[src/rtl/auth_request_scheduler.sv]
// Authentication request scheduler: two request FIFOs (PD, DEBUG) sharing one
// authentication driver through a round-robin grant with a completion timeout.
module auth_request_scheduler #(
   parameter int unsigned DEPTH          = 4,
   parameter int unsigned TIMEOUT_CYCLES = 1024,
   parameter int unsigned CNT_W          = 3
) (
   input  logic             clk,
   input  logic             reset,
   input  logic             pd_req_valid,
   input  logic [7:0]       pd_req_byte,
   output logic             pd_req_ready,
   input  logic             dbg_req_valid,
   input  logic [7:0]       dbg_req_byte,
   output logic             dbg_req_ready,
   output logic             drv_req_valid,
   output logic [7:0]       drv_req_byte,
   output logic             drv_req_src,
   input  logic             drv_req_accept,
   input  logic             drv_done,
   input  logic             drv_error,
   output logic             drv_abort,
   output logic             err_timeout,
   output logic             err_bad_req,
   output logic [CNT_W-1:0] pd_count,
   output logic [CNT_W-1:0] dbg_count,
   output logic             busy
);

   localparam int unsigned PTR_W = $clog2(DEPTH);
   localparam int unsigned TMR_W = $clog2(TIMEOUT_CYCLES);

   localparam logic [1:0] ST_IDLE  = 2'd0;
   localparam logic [1:0] ST_OFFER = 2'd1;
   localparam logic [1:0] ST_WAIT  = 2'd2;

   localparam logic [TMR_W-1:0] TMR_LAST = TMR_W'(TIMEOUT_CYCLES - 1);
   localparam logic [CNT_W-1:0] CNT_FULL = CNT_W'(DEPTH);

   logic [1:0]       state, state_nxt;
   logic [7:0]       pd_mem  [DEPTH];
   logic [7:0]       dbg_mem [DEPTH];
   logic [PTR_W-1:0] pd_wr_ptr, pd_rd_ptr, dbg_wr_ptr, dbg_rd_ptr;
   logic [TMR_W-1:0] timer;
   logic             rr_dbg;

   logic             pd_push, pd_role_ok, pd_wr_en, pd_bad, pd_pop;
   logic             dbg_push, dbg_role_ok, dbg_wr_en, dbg_bad, dbg_pop;
   logic             pd_pending, dbg_pending, any_pending, sel_dbg;
   logic [CNT_W-1:0] pd_count_nxt, dbg_count_nxt;
   logic             expired, release_grant, abort_grant;

   // Push qualification: only initiator/responder roles are queued
   assign pd_push     = pd_req_valid & pd_req_ready;
   assign pd_role_ok  = (pd_req_byte[5:4] == 2'b01) | (pd_req_byte[5:4] == 2'b10);
   assign pd_wr_en    = pd_push & pd_role_ok;
   assign pd_bad      = pd_push & ~pd_role_ok;
   assign dbg_push    = dbg_req_valid & dbg_req_ready;
   assign dbg_role_ok = (dbg_req_byte[5:4] == 2'b01) | (dbg_req_byte[5:4] == 2'b10);
   assign dbg_wr_en   = dbg_push & dbg_role_ok;
   assign dbg_bad     = dbg_push & ~dbg_role_ok;

   // Arbitration: pointer breaks ties, a lone non-empty FIFO always wins
   assign pd_pending  = (pd_count != '0);
   assign dbg_pending = (dbg_count != '0);
   assign any_pending = pd_pending | dbg_pending;
   assign sel_dbg     = dbg_pending & (rr_dbg | ~pd_pending);
   assign pd_pop      = (state == ST_IDLE) & pd_pending & ~sel_dbg;
   assign dbg_pop     = (state == ST_IDLE) & sel_dbg;

   assign pd_count_nxt  = pd_count + CNT_W'(pd_wr_en) - CNT_W'(pd_pop);
   assign dbg_count_nxt = dbg_count + CNT_W'(dbg_wr_en) - CNT_W'(dbg_pop);
   assign expired       = (timer == TMR_LAST);

   // State register
   always_ff @(posedge clk or posedge reset) begin
      if (reset) state <= ST_IDLE;
      else       state <= state_nxt;
   end

   // Next-state: handshakes take precedence over timer expiry
   always_comb begin
      state_nxt     = state;
      release_grant = 1'b0;
      abort_grant   = 1'b0;
      case (state)
         ST_IDLE: begin
            if (any_pending) state_nxt = ST_OFFER;
         end
         ST_OFFER: begin
            if (drv_req_accept) begin
               state_nxt = ST_WAIT;
            end else if (expired) begin
               state_nxt   = ST_IDLE;
               abort_grant = 1'b1;
            end
         end
         ST_WAIT: begin
            if (drv_done | drv_error) begin
               state_nxt     = ST_IDLE;
               release_grant = 1'b1;
            end else if (expired) begin
               state_nxt   = ST_IDLE;
               abort_grant = 1'b1;
            end
         end
         default: state_nxt = ST_IDLE;
      endcase
   end

   // Grant timer: zero while idle, saturates so a late accept still times out
   always_ff @(posedge clk or posedge reset) begin
      if (reset)                 timer <= '0;
      else if (state == ST_IDLE) timer <= '0;
      else if (!expired)         timer <= timer + TMR_W'(1);
   end

   // FIFO storage (data only, no reset needed)
   always_ff @(posedge clk) begin
      if (pd_wr_en)  pd_mem[pd_wr_ptr]   <= pd_req_byte;
      if (dbg_wr_en) dbg_mem[dbg_wr_ptr] <= dbg_req_byte;
   end

   // FIFO pointers, occupancy and ready flags
   always_ff @(posedge clk or posedge reset) begin
      if (reset) begin
         pd_wr_ptr     <= '0;
         pd_rd_ptr     <= '0;
         dbg_wr_ptr    <= '0;
         dbg_rd_ptr    <= '0;
         pd_count      <= '0;
         dbg_count     <= '0;
         pd_req_ready  <= 1'b1;
         dbg_req_ready <= 1'b1;
      end else begin
         if (pd_wr_en)  pd_wr_ptr  <= pd_wr_ptr + PTR_W'(1);
         if (pd_pop)    pd_rd_ptr  <= pd_rd_ptr + PTR_W'(1);
         if (dbg_wr_en) dbg_wr_ptr <= dbg_wr_ptr + PTR_W'(1);
         if (dbg_pop)   dbg_rd_ptr <= dbg_rd_ptr + PTR_W'(1);
         pd_count      <= pd_count_nxt;
         dbg_count     <= dbg_count_nxt;
         pd_req_ready  <= (pd_count_nxt != CNT_FULL);
         dbg_req_ready <= (dbg_count_nxt != CNT_FULL);
      end
   end

   // Driver-facing outputs, status pulses and round-robin pointer
   always_ff @(posedge clk or posedge reset) begin
      if (reset) begin
         drv_req_valid <= 1'b0;
         drv_req_byte  <= 8'h00;
         drv_req_src   <= 1'b0;
         drv_abort     <= 1'b0;
         err_timeout   <= 1'b0;
         err_bad_req   <= 1'b0;
         busy          <= 1'b0;
         rr_dbg        <= 1'b1;
      end else begin
         drv_req_valid <= (state_nxt == ST_OFFER);
         busy          <= (state_nxt != ST_IDLE);
         drv_abort     <= abort_grant;
         err_timeout   <= abort_grant;
         err_bad_req   <= pd_bad | dbg_bad;
         if (release_grant | abort_grant) rr_dbg <= ~rr_dbg;
         if (pd_pop) begin
            drv_req_byte <= pd_mem[pd_rd_ptr];
            drv_req_src  <= 1'b0;
         end else if (dbg_pop) begin
            drv_req_byte <= dbg_mem[dbg_rd_ptr];
            drv_req_src  <= 1'b1;
         end
      end
   end

endmodule
[config.mk]
export PLATFORM = sky130hd
export DESIGN_NAME = auth_request_scheduler
export DESIGN_NICKNAME = d
export VERILOG_FILES = /design/src/rtl/auth_request_scheduler.sv
export SDC_FILE = /design/constraint.sdc
export NUM_CORES = 1
export LEC_CHECK = 0
export ABC_AREA = 1
export CORE_MARGIN = 1
export CORE_UTILIZATION = 61
export DETAILED_ROUTE_END_ITERATION = 16
export GPL_TIMING_DRIVEN = 0
export PLACE_DENSITY = 0.84
export SYNTH_ARGS = -nofsm -noshare
export SYNTH_HDL_FRONTEND = slang
export SYNTH_SLANG_ARGS = --single-unit
[constraint.sdc]
create_clock -name clk -period 3.7 [get_ports clk]
set_input_delay 1.11 -clock clk [delete_from_list [all_inputs] [get_ports clk]]
set_output_delay 1.11 -clock clk [all_outputs]
set_load 0.02 [all_outputs]
==> impl_results.md <==
- Clk_skew: 8.36 ps
- Num CTS Buffers: 9
- Clk pin slew, worst setup/hold paths: 100 ps
- CP arrival: 3860 ps
- Worst Hold Launch: timer[7]
- M1 wire length: 3.69 mm
- TritonCTS sink count: 106
- Setup violations, final: 0
- LEAKAGE: 2.28 nW
- Flops & latches, synth: 106
- Largest fanout on the critical path: 8
- Placed Cells: 574
- 1st-pass router iterations: 4
- Post-route cell area: 5510 µm²
- Gr usage total: 0.255
- Via count: 3,264
- Final count of hold timing violations: 0
- Synth area leader: edfxtp_1
- Kind of critical path: in -> reg
- Syn_nets: 473
- Sw Ratio: 0.413
- Final Max Tran Viols: 0
- I/O Buffers: 44
- Hold Path Sink: timer[7]
- Final setup TNS: 0 ps
- Sequential area share after synthesis: 0.624
- Fmax: 0.282 GHz
- Clock Tree Buf Depth: 2
- DR WL met2: 4.98 mm
- Drt first-iter violations: 145
- Sequential cell area: 2980 µm²
- DP Wirelength: 6.60 mm
- Cell internal pwr: 2.53 mW
- Synthesized cell area: 4770 µm²
- DR vias/cell: 5.53
- Final Power: 4.32 mW
- Setup bufs post-CTS: 0
- Hold_buf cts: 0
- Ports: 45
- Ys Warns: 0
- Grt total ovfl: 0
- CP Capture Type: register
- CP required: 4010 ps
- Cell Pwr Density: 783 nW/µm²
- Worst R2R Setup Slack: 880 ps
- Latest clock arrival within the worst-skew pair: 380 ps
- ANT nets after route: 0
- Post_cts resized: 0
- Fin util: 0.744
- Sequential share of power: 0.393
- Top-area cell type share of the netlist area: 0.403
- Layout Nets: 528
- Run status: finished, final reports clean
- Most common cell after layout, fill and taps aside: nand2_1
- Reg2Reg Depth: 14
- Num rows: 31
- Initial core utilization: 0.643
- Combinational Power Share: 0.452
- Slew @ Worst Pin: 916 ps
- Area after DPL: 5330 µm²
- Switching power: 1.78 mW
- Routed wl met3: 544 µm
- Die width: 90.4 µm
- Largest net degree at the start of global routing: 43
- Post-layout min period: 3550 ps
- Peak VDD IR: 0.401 mV
- Worst slew margin: 0.387
- Most frequent cells in the layout: 68 x nand2_1, 64 x edfxtp_1, 52 x nor2_1
- CTS tree: built
- RSZ-0062 raised after global routing: false
- Gate Count Post-Synth: 431
- Area Overhead vs Synth: 15.6%
- Top Layer Used: met4
- Vias in the first global route: 3,298
- Routed len/inst: 15.9 µm
- Full die area: 8170 µm²
- Worst r2r src: state[1]
- Fill cell count: 514
- Synth top area cells: edfxtp_1 40%, dfrtp_1 20%, nand2_1 5.4%
- Finished Layout Cells: 590
- Core ar.: 7410 µm²
- Worst Hold Class: reg -> reg
- Initial antenna violation count: 0
- Diodes inserted: 0
- Clk root buf: clkbuf_8
- Tcrit/Tclk final: 0.959
- Layout cells sized above 1: 0.153
- Syn_area_per_cell: 11.1 µm²
- First-pass GRT wire length: 15.8 mm
- Distinct cells, synth: 37
- Clk pwr share: 0.155
- # DRC: 0
- RR Endpoint: pd_req_ready
- H-tree levels: 3
- Max Cap Violations: 0
- Area of the multi-input gates: 1540 µm²
- GPL Wtd Cong: 0.793
- Chip height: 90.4 µm
- Routed wire length: 9.38 mm
- CP Launch Type: input pin
- Worst hold stages: 1
-- cells by family (layout without fill, tap and decap cells) --
family                   count (synthesis)  after routing  synth area share
flip-flops                             106            106             0.624
adder cells (fa/ha/maj)                 19             19            0.0530
AND/OR/NAND/NOR                        177            177             0.166
buffers and inverters                   55            115            0.0525
AO/OA/AOI/OAI                           62             62            0.0816
XOR/XNOR                                12             12            0.0220
-- critical path: stages --
cell and delay, ps:
clkdlybuf4s50_1 570, xor2_1 340, nand3_1 350, ha_1 400
inv_1 40, ha_1 180, fa_1 370, xnor2_1 190
xor2_1 220, nand2_1 80
-- cell usage after synthesis (all sizes together) --
master	count
a21o	1
a21oi	17
a31oi	1
buf	12
clkbuf	1
clkinv	1
dfrtp	39
dfstp	3
edfxtp	64
fa	2
ha	17
inv	41
nand2	77
nand3	35
nand4	1
nor2	62
nor3	1
nor3b	1
o211a	1
o21a	1
o21ai	39
o22ai	1
o31ai	1
xnor2	2
xor2	10
-- power by group through the flow --
stage	combinational, mW	clock, mW	sequential, mW
3_3_place_gp	1.85	0	1.71
5_1_grt	2.18	0.727	1.72
4_1_cts	1.96	0.685	1.70
6_report	1.95	0.669	1.70
3_5_place_dp	1.95	0	1.72
2_1_floorplan	1.23	0	1.80
-- flip-flops by register name, indices dropped and copies added (netlist names) --
name / flops
dbg_mem: 32
pd_mem: 32
timer: 10
drv_req_byte: 8
dbg_count: 3
pd_count: 3
dbg_rd_ptr: 2
dbg_wr_ptr: 2
pd_rd_ptr: 2
pd_wr_ptr: 2
state: 2
busy: 1
dbg_req_ready: 1
drv_req_src: 1
drv_req_valid: 1
err_bad_req: 1
err_timeout: 1
pd_req_ready: 1
rr_dbg: 1
-- layout make-up --
| type | instances | share of cell area |
|---|---|---|
| multi-input cells | 270 | 0.279 |
| clock inverters | 7 | 0.0102 |
| plain buffers | 13 | 0.0168 |
| flip-flops and latches | 106 | 0.540 |
| clock buffers | 9 | 0.0225 |
| well taps | 99 | 0.0225 |
| repair buffers | 44 | 0.0799 |
| inverters | 42 | 0.0286 |
-- per-stage QoR --
stage | setup WS (ps) | hold WS [ps]
global route | 14.2 | 554
floorplan | 816 | 473
finish | 153 | 523
detailed placement | -229 | 504
global placement | -195 | 489
CTS | 181 | 518
-- how the worst max path moves through the flow --
stage,startpoint,to,slack (ps),cells after the start
2_1_floorplan,pd_req_byte[5],pd_req_ready,820,9
3_3_place_gp,pd_req_byte[5],pd_req_ready,-190,10
3_5_place_dp,pd_req_byte[5],pd_req_ready,-230,10
4_1_cts,pd_req_byte[5],pd_req_ready,180,10
5_1_grt,pd_req_byte[5],pd_req_ready,10,10
6_report,pd_req_byte[5],pd_req_ready,150,10
-- per-layer routing --
metal	global-route usage	vias up
li1	-	1545
met1	0.312	1592
met2	0.434	109
met3	0.0724	18
met4	0.0874	0
met5	0	-
(Power assumes the default switching activity.)
